**config.mk**
```make
export PLATFORM = sky130hd
export DESIGN_NAME = midi_parser
export DESIGN_NICKNAME = d
export VERILOG_FILES = /design/src/rtl/midi_pkg.sv /design/src/rtl/midi_byte_classify.sv /design/src/rtl/midi_parser.sv
export SDC_FILE = /design/constraint.sdc
export NUM_CORES = 1
export LEC_CHECK = 0
export CORE_MARGIN = 5
export CORE_UTILIZATION = 28
export DETAILED_ROUTE_END_ITERATION = 6
export DONT_BUFFER_PORTS = 1
export GPL_ROUTABILITY_DRIVEN = 0
export PLACE_DENSITY_LB_ADDON = 0.15
export SLEW_MARGIN = 10
export SYNTH_ARGS = -nofsm -noshare
export SYNTH_HDL_FRONTEND = slang
export SYNTH_HIERARCHICAL = 1
export SYNTH_SLANG_ARGS = --single-unit
export TNS_END_PERCENT = 5
```
**constraint.sdc**
```tcl
create_clock -name clk_in -period 3.25 [get_ports clk_in]
set_input_delay 0 -clock clk_in [delete_from_list [all_inputs] [get_ports clk_in]]
set_output_delay 0 -clock clk_in [all_outputs]
set_load 0.05 [all_outputs]
```
**src/rtl/midi_pkg.sv**
```systemverilog
// rtl/midi_pkg.sv - shared MIDI event types, status constants and message-length helper
package midi_pkg;

   typedef enum logic [1:0] {
      EV_NOTE_OFF   = 2'd0,
      EV_NOTE_ON    = 2'd1,
      EV_CC         = 2'd2,
      EV_PITCH_BEND = 2'd3
   } event_type_t;

   typedef enum logic [1:0] {
      S_IDLE  = 2'd0,
      S_D1    = 2'd1,
      S_D2    = 2'd2,
      S_SYSEX = 2'd3
   } parse_state_t;

   localparam logic [3:0] ST_NOTE_OFF   = 4'h8;
   localparam logic [3:0] ST_NOTE_ON    = 4'h9;
   localparam logic [3:0] ST_POLY_AT    = 4'hA;
   localparam logic [3:0] ST_CC         = 4'hB;
   localparam logic [3:0] ST_PROGRAM    = 4'hC;
   localparam logic [3:0] ST_CHAN_AT    = 4'hD;
   localparam logic [3:0] ST_PITCH_BEND = 4'hE;

   localparam logic [7:0] SYSEX_START = 8'hF0;
   localparam logic [7:0] SYSEX_END   = 8'hF7;
   localparam logic [7:0] RT_MIN      = 8'hF8;

   function automatic logic [1:0] msg_len(input logic [7:0] status);
      if (status[7:4] == ST_PROGRAM || status[7:4] == ST_CHAN_AT)
         return 2'd1;
      return 2'd2;
   endfunction

endpackage

```
**src/rtl/midi_byte_classify.sv**
```systemverilog
// rtl/midi_byte_classify.sv - combinational MIDI byte class decoder
import midi_pkg::*;

module midi_byte_classify (
   input  logic [7:0] byte_in,
   output logic       is_realtime,
   output logic       is_sysex_start,
   output logic       is_system,
   output logic       is_status,
   output logic       is_data
);

   assign is_realtime    = (byte_in >= RT_MIN);
   assign is_sysex_start = (byte_in == SYSEX_START);
   assign is_system      = (byte_in > SYSEX_START) && (byte_in <= SYSEX_END);
   assign is_status      = byte_in[7] && (byte_in < SYSEX_START);
   assign is_data        = !byte_in[7];

endmodule

```
**src/rtl/midi_parser.sv**
```systemverilog
// rtl/midi_parser.sv - MIDI byte stream to channel event decoder with running status
import midi_pkg::*;

module midi_parser #(
   parameter bit         OMNI    = 1'b1,
   parameter logic [3:0] CHANNEL = 4'd0
) (
   input  logic        clk_in,
   input  logic        rst_in,
   input  logic [7:0]  byte_in,
   input  logic        byte_valid_in,
   output logic        event_valid_out,
   output event_type_t event_type_out,
   output logic [3:0]  channel_out,
   output logic [6:0]  data1_out,
   output logic [6:0]  data2_out,
   output logic [7:0]  err_count_out
);

   logic is_realtime, is_sysex_start, is_system, is_status, is_data;

   midi_byte_classify u_classify (
      .byte_in        (byte_in),
      .is_realtime    (is_realtime),
      .is_sysex_start (is_sysex_start),
      .is_system      (is_system),
      .is_status      (is_status),
      .is_data        (is_data)
   );

   parse_state_t state, state_next;
   logic [7:0]   status_q, status_next;
   logic [6:0]   data1_q, data1_next;
   logic         emit, err_inc, chan_pass;
   event_type_t  ev_type;

   assign chan_pass = OMNI || (status_q[3:0] == CHANNEL);

   always_ff @(posedge clk_in) begin
      if (rst_in) begin
         state    <= S_IDLE;
         status_q <= 8'h00;
         data1_q  <= 7'h00;
      end else begin
         state    <= state_next;
         status_q <= status_next;
         data1_q  <= data1_next;
      end
   end

   // Real-time bytes fall through untouched so they are invisible mid-message.
   always_comb begin
      state_next  = state;
      status_next = status_q;
      data1_next  = data1_q;
      emit        = 1'b0;
      err_inc     = 1'b0;
      ev_type     = EV_NOTE_OFF;
      if (byte_valid_in && !is_realtime) begin
         if (is_status) begin
            status_next = byte_in;
            state_next  = S_D1;
         end else if (is_sysex_start) begin
            status_next = 8'h00;
            state_next  = S_SYSEX;
         end else if (is_system) begin
            status_next = 8'h00;
            state_next  = S_IDLE;
         end else if (is_data) begin
            case (state)
               S_IDLE:  err_inc = 1'b1;
               S_D1: begin
                  data1_next = byte_in[6:0];
                  state_next = (msg_len(status_q) == 2'd1) ? S_D1 : S_D2;
               end
               S_D2: begin
                  state_next = S_D1;
                  case (status_q[7:4])
                     ST_NOTE_OFF: begin
                        emit    = chan_pass;
                        ev_type = EV_NOTE_OFF;
                     end
                     ST_NOTE_ON: begin
                        emit    = chan_pass;
                        ev_type = (byte_in[6:0] == 7'd0) ? EV_NOTE_OFF : EV_NOTE_ON;
                     end
                     ST_CC: begin
                        emit    = chan_pass;
                        ev_type = EV_CC;
                     end
                     ST_PITCH_BEND: begin
                        emit    = chan_pass;
                        ev_type = EV_PITCH_BEND;
                     end
                     default: emit = 1'b0;
                  endcase
               end
               S_SYSEX: err_inc = 1'b0;
               default: state_next = S_IDLE;
            endcase
         end
      end
   end

   always_ff @(posedge clk_in) begin
      if (rst_in) begin
         event_valid_out <= 1'b0;
         event_type_out  <= EV_NOTE_OFF;
         channel_out     <= 4'd0;
         data1_out       <= 7'd0;
         data2_out       <= 7'd0;
         err_count_out   <= 8'd0;
      end else begin
         event_valid_out <= emit;
         if (emit) begin
            event_type_out <= ev_type;
            channel_out    <= status_q[3:0];
            data1_out      <= data1_q;
            data2_out      <= byte_in[6:0];
         end
         if (err_inc && err_count_out != 8'hFF)
            err_count_out <= err_count_out + 8'd1;
      end
   end

endmodule

```
# [Word-level counts from Yosys, hierarchy flattened]
# Index checks and enable logic that the tools add are counted.
# W data, S select, Z words.
[totals] ff_bits=46 inputBits=11 output_inout_bits=29 elab_cells=89
[classes] n_addsub=1 order_cmp=4 eq_ne=12 muxes=45 bitwise=4 n_reduce_logical=14
[op_table] op="$mux W2" n=19
[op_table] op="$eq A4 B4 Y1 const B" n=6
[op_table] op="$mux W8" n=3
[op_table] op="$mux W1" n=21
[op_table] op="$add A8 B1 Y8 const B" n=1
[op_table] op="$eq A8 B8 Y1 const B" n=1
[op_table] op="$ge A8 B8 Y1 const B" n=1
[op_table] op="$gt A8 B8 Y1 const B" n=1
[op_table] op="$le A8 B8 Y1 const B" n=1
[op_table] op="$lt A8 B8 Y1 const B" n=1
[op_table] op="$ne A8 B8 Y1 const B" n=1
[op_table] op="$logic_not A7 Y1" n=1
[op_table] op="$pmux W2 S3" n=1
[op_table] op="$reduce_and A6 Y1" n=1
[op_table] op="$reduce_bool A5 Y1" n=1
[op_table] op="$eq A2 B1 Y1 const B" n=2
[op_table] op="$logic_and A1 B1 Y1" n=4
[op_table] op="$ne A4 B1 Y1 const B" n=1
[op_table] op="$not A1 Y1" n=4
[op_table] op="$pmux W2 S2" n=1
[op_table] op="$reduce_or A4 Y1" n=1
[op_table] op="$reduce_and A3 Y1" n=1
[op_table] op="$reduce_bool A3 Y1" n=1
[op_table] op="$eq A2 B2 Y1 const B" n=1
[op_table] op="4 further kinds" n=4

# [Depth between registers and ports, before layout]
[depth] depth_word=23 depth_mapped=8 depth_no_buf=6

# [Hierarchy]
# The synthesis kept the hierarchy.
[by_module_without_submodules] mod="midi_parser" n_inst=1 cells_each=227 area_per_inst_um2=2003.2 seq_area_each_um2=920.9
[by_module_without_submodules] mod="midi_byte_classify" n_inst=1 cells_each=8 area_per_inst_um2=47.5 seq_area_each_um2=0.0

# [Least setup slack after synthesis]
# OpenSTA, ideal clock, no wires.
[synth_timing] path_kind="register -> register" start="reg err_count_out[0]" end="reg err_count_out[5]" setup_ns=0.070 arrival_ns=1.750 setup_slack_ns=1.430 path_stages_with_launch=6 period_less_slack_ns=1.820 path_cell_list="dfxtp_1 ha_1 and4_4 buf_6 or4_1 a21oi_1"
[synth_via] elab_chain_len=2 word_cells_on_any_way=3 cone_classes="add/sub: 1; eq/ne: 1; reduce/logical: 1"
[synth_rtl] element="start, declared" line="midi_parser.sv:17" rtl="output logic [7:0] err_count_out"
[synth_rtl] element="start signal, assigned" line="midi_parser.sv:122" rtl="err_count_out <= err_count_out + 8'd1;"
[synth_rtl] element="parallel branches: the longest is 2 deep, another holds $add A8 B1 Y8"
# Several ways; the timed one is not identified.
# A chain may end at the register's enable or synchronous reset.

# [Worst setup path after layout]
[layout_timing] start="reg state[1]" end="reg data1_out[0]"
[layout_via] elab_chain_len=7
[layout_rtl] element="start, declared" line="midi_parser.sv:31" rtl="parse_state_t state, state_next;"
[layout_rtl] element="start signal, assigned" line="midi_parser.sv:45" rtl="state <= state_next;"
[layout_rtl] element="$eq A2 B2 Y1" line="midi_parser.sv:70" rtl="case (state)"
[layout_rtl] element="$mux W1" line="midi_parser.sv:70"
[layout_rtl] element="$mux W1" line="midi_parser.sv:69" rtl="end else if (is_data) begin"
[layout_rtl] element="$mux W1" line="midi_parser.sv:66" rtl="end else if (is_system) begin"
[layout_rtl] element="$mux W1" line="midi_parser.sv:63" rtl="end else if (is_sysex_start) begin"
[layout_rtl] element="$mux W1" line="midi_parser.sv:60" rtl="if (is_status) begin"
[layout_rtl] element="$mux W1" line="midi_parser.sv:59" rtl="if (byte_valid_in && !is_realtime) begin"
[layout_rtl] element="end signal, assigned" line="midi_parser.sv:118" rtl="data1_out <= data1_q;"
[layout_rtl] element="end, declared" line="midi_parser.sv:15" rtl="output logic [6:0] data1_out,"
# No other way between the ends.

==> qor.yml <==
synthesis:
  synth-seq-cells: 46
  ys.warnings.count: 6
  syn-cell-area_mm2: 0.002051
  synth_top_family_by_area: "simple AND/OR/NAND/NOR gates"
  synth_edf_count: 0
  synth.largest_area_cell: "dfxtp_1"
  synth_cell_types: 48
  synth_flop_cell: "dfxtp_1"
  postSynthAreaPerCell_um2: 8.726
  synth_top_area_frac: 0.4491
  synth_seq_area_share: 0.4491
  yosys.area_share.xor_xnor: 0.01708
  async_reset_ff_frac: 0
  netlist_top_cells_count: "dfxtp_1 (46), a21oi_1 (25), nand3_1 (23)"
  synth_fa_ha_area_frac: 0.006101
  yosys.area_share.simple: 0.2184
  synth_compound_area_frac: 0.2044
  synth_fp_nets: 247
  synth.most_common_cell: "dfxtp_1"
  syn_inst: 235
  synth.area.top_cells: "dfxtp_1 (45%), a21oi_1 (6.1%), nand3_1 (5.6%)"
  synthMuxAreaShare: 0.03966
clocking:
  cts_buffers: 5
  h-tree-depth: 2
  insertion_delay_ns: 0.31
  cts-root-buf: "clkbuf_8"
  cts.sinks: 46
  cts_resized: 0
  cts_tree: "built"
  clockBufferDepth: 2
  cts_setup_buffers: 0
  holdBufCountCts: 12
  clk_pin_slew_ns: 0.09
floorplanning:
  die-area_mm2: 0.009136
  die_height_um: 95.58
  start_util: 0.2858
  ios: 40
  rows: 31
  core_area_mm2: 0.007176
  die_w_um: 95.58
worst_setup_path:
  cp-end-kind: "flop"
  r2r_end: "data1_out[0]$_SDFFE_PP0P_"
  ff2ff_path_depth: 5
  path_class: "reg -> reg"
  cp_max_fo: 21
  cp_data_required_time_ns: 3.45
  worstSetupStartpointType: "flop"
  r2r-start: "state[1]$_SDFFE_PP0P_"
  worst-r2r-setup-slack_ns: 0.97
  arrival_ns: 2.48
pwr:
  p_leak_nw: 0.7825
  ir_drop_uv: 152.1
  power_mw: 1.109
  powerDensity_mw_per_mm2: 476.4
global_routing:
  grt_antenna_before_repair: 0
  grt_overflow: 0
  grt_pass1_wl_mm: 8.942
  grt_pass1_vias: 1655
  gr-usage-all-layers: 0.1269
  grt_start_max_net_pins: 49
sta:
  tightest_slew_ns: 0.7548
  slew_headroom: 0.4968
  final-setup-viol-count: 0
  setup_ws_ns: 0.9738
  fin_skew_ns: 0.009972
  min_period_over_period: 0.7004
  drv_slew: 0
  layout_min_cycle_time_ns: 2.276
  fin_setup_tns_ns: 0
  fmax_mhz: 439.3
  final-hold-violation-count: 0
  grt_setup_unrepaired: "no"
route:
  drc: 0
  drt_iter0_drc: 111
  dr.pass1.iters: 4
  avgRoutedWirePerCell_um: 16.71
  ant_nets: 0
  drt-total-wl_mm: 5.648
  post_drt_via_cell_ratio: 5.077
  vias: 1716
place:
  dp_worst_setup_slack_ns: 1.109
  dp.final_hpwl_mm: 3.627
  io_buffers: 0
layout:
  final_layout_size_suffix_gt1_frac: 0.07531
  syn_to_final_growth_pct: 13.54
  antenna_cells: 0
  final_nets: 250
hold_path:
  holdCritPathClass: "in -> reg"
  min_from: "byte_in[3]"
  holdPathEnd: "state[1]$_SDFFE_PP0P_"
  whs_path_depth: 3
status:
  status: "complete, no violations"
job:
  drv_cap: 0
-- sequential cells by signal, summed over array words and instances, names as in the netlist --
signal and cells:
data1_q 7, data1_out 7, channel_out 4, status_q 8
err_count_out 8, event_valid_out 1, event_type_out 2, data2_out 7
state 2
-- metal layers --
metal	part of all wire	vias up	wire, µm	track usage
li1	-	864	-	-
met1	0.48	819	2704	0.1777
met2	0.45	27	2540	0.1841
met3	0.057	6	323	0.03867
met4	0.014	0	80	0.04265
met5	0	-	0	0
-- placed cells by master, fill, tap and decap left out, types with 4 or more instances in the layout --
cell	n
o21ai_0	21
nand2_1	5
dfxtp_1	46
clkbuf_8	5
a22oi_1	8
a21oi_1	25
nor2_1	21
mux2i_1	7
or4_1	4
dlygate4sd3_1	11
nand3_1	23
inv_1	8
-- report_power, final --
group          leakage (nW)  internal, mW  switching [mW]
clock                0.0585         0.231           0.203
combinational         0.352        0.0338          0.0560
sequential            0.372         0.572          0.0135
-- area by class of cell --
| cell class | count | area (µm²) |
|---|---|---|
| repair buffers | 14 | 145.1 |
| clock buffers | 5 | 68.82 |
| well taps | 99 | 123.9 |
| flip-flops and latches | 46 | 920.9 |
| inverters | 8 | 30.03 |
| fillers | 774 | 4847 |
| clock inverters | 3 | 43.79 |
| multi-input cells | 163 | 996.0 |
-- worst max-delay path by stage --
stage	start	endpoint
detailed placement	byte_in[0]	data2_out[0]$_SDFFE_PP0P_
global route	state[1]$_SDFFE_PP0P_	data2_out[4]$_SDFFE_PP0P_
CTS	state[0]$_SDFFE_PP0P_	data1_out[0]$_SDFFE_PP0P_
global placement	byte_in[0]	data2_out[0]$_SDFFE_PP0P_
floorplan	err_count_out[0]$_SDFFE_PP0P_	err_count_out[5]$_SDFFE_PP0P_
finish	state[1]$_SDFFE_PP0P_	data1_out[0]$_SDFFE_PP0P_
-- critical path: stages (launching register included) --
cell and delay [ns]:
dfxtp_1 0.42, and3b_1 0.22, nand3_1 0.51, o21ai_0 0.37, a21oi_1 0.10, dlygate4sd3_1 0.55
-- stage by stage --
| step | util | cell area, µm² | hold WS, ns | std cells |
|---|---|---|---|---|
| 3_5_place_dp | 0.2907 | 2086 | 0.07511 | 318 |
| 6_report | 0.3245 | 2328 | 0.01327 | 338 |
| 4_1_cts | 0.3245 | 2328 | 0.006599 | 338 |
| 3_3_place_gp | 0.2907 | 2086 | 0.07823 | 318 |
| 2_1_floorplan | - | 2051 | 0.1448 | 235 |
| 5_1_grt | 0.3245 | 2328 | 0.02557 | 338 |
-- logic make-up after synthesis --
kind of cell | Yosys count
AOI/OAI and AO/OA | 70
xor gates and xnor gates | 4
adders and majority gates | 1
buffers and inverters | 26
DFF | 46
muxes | 8
and+or+nand+nor | 80
No activity file was read; power rests on OpenSTA's default activity.
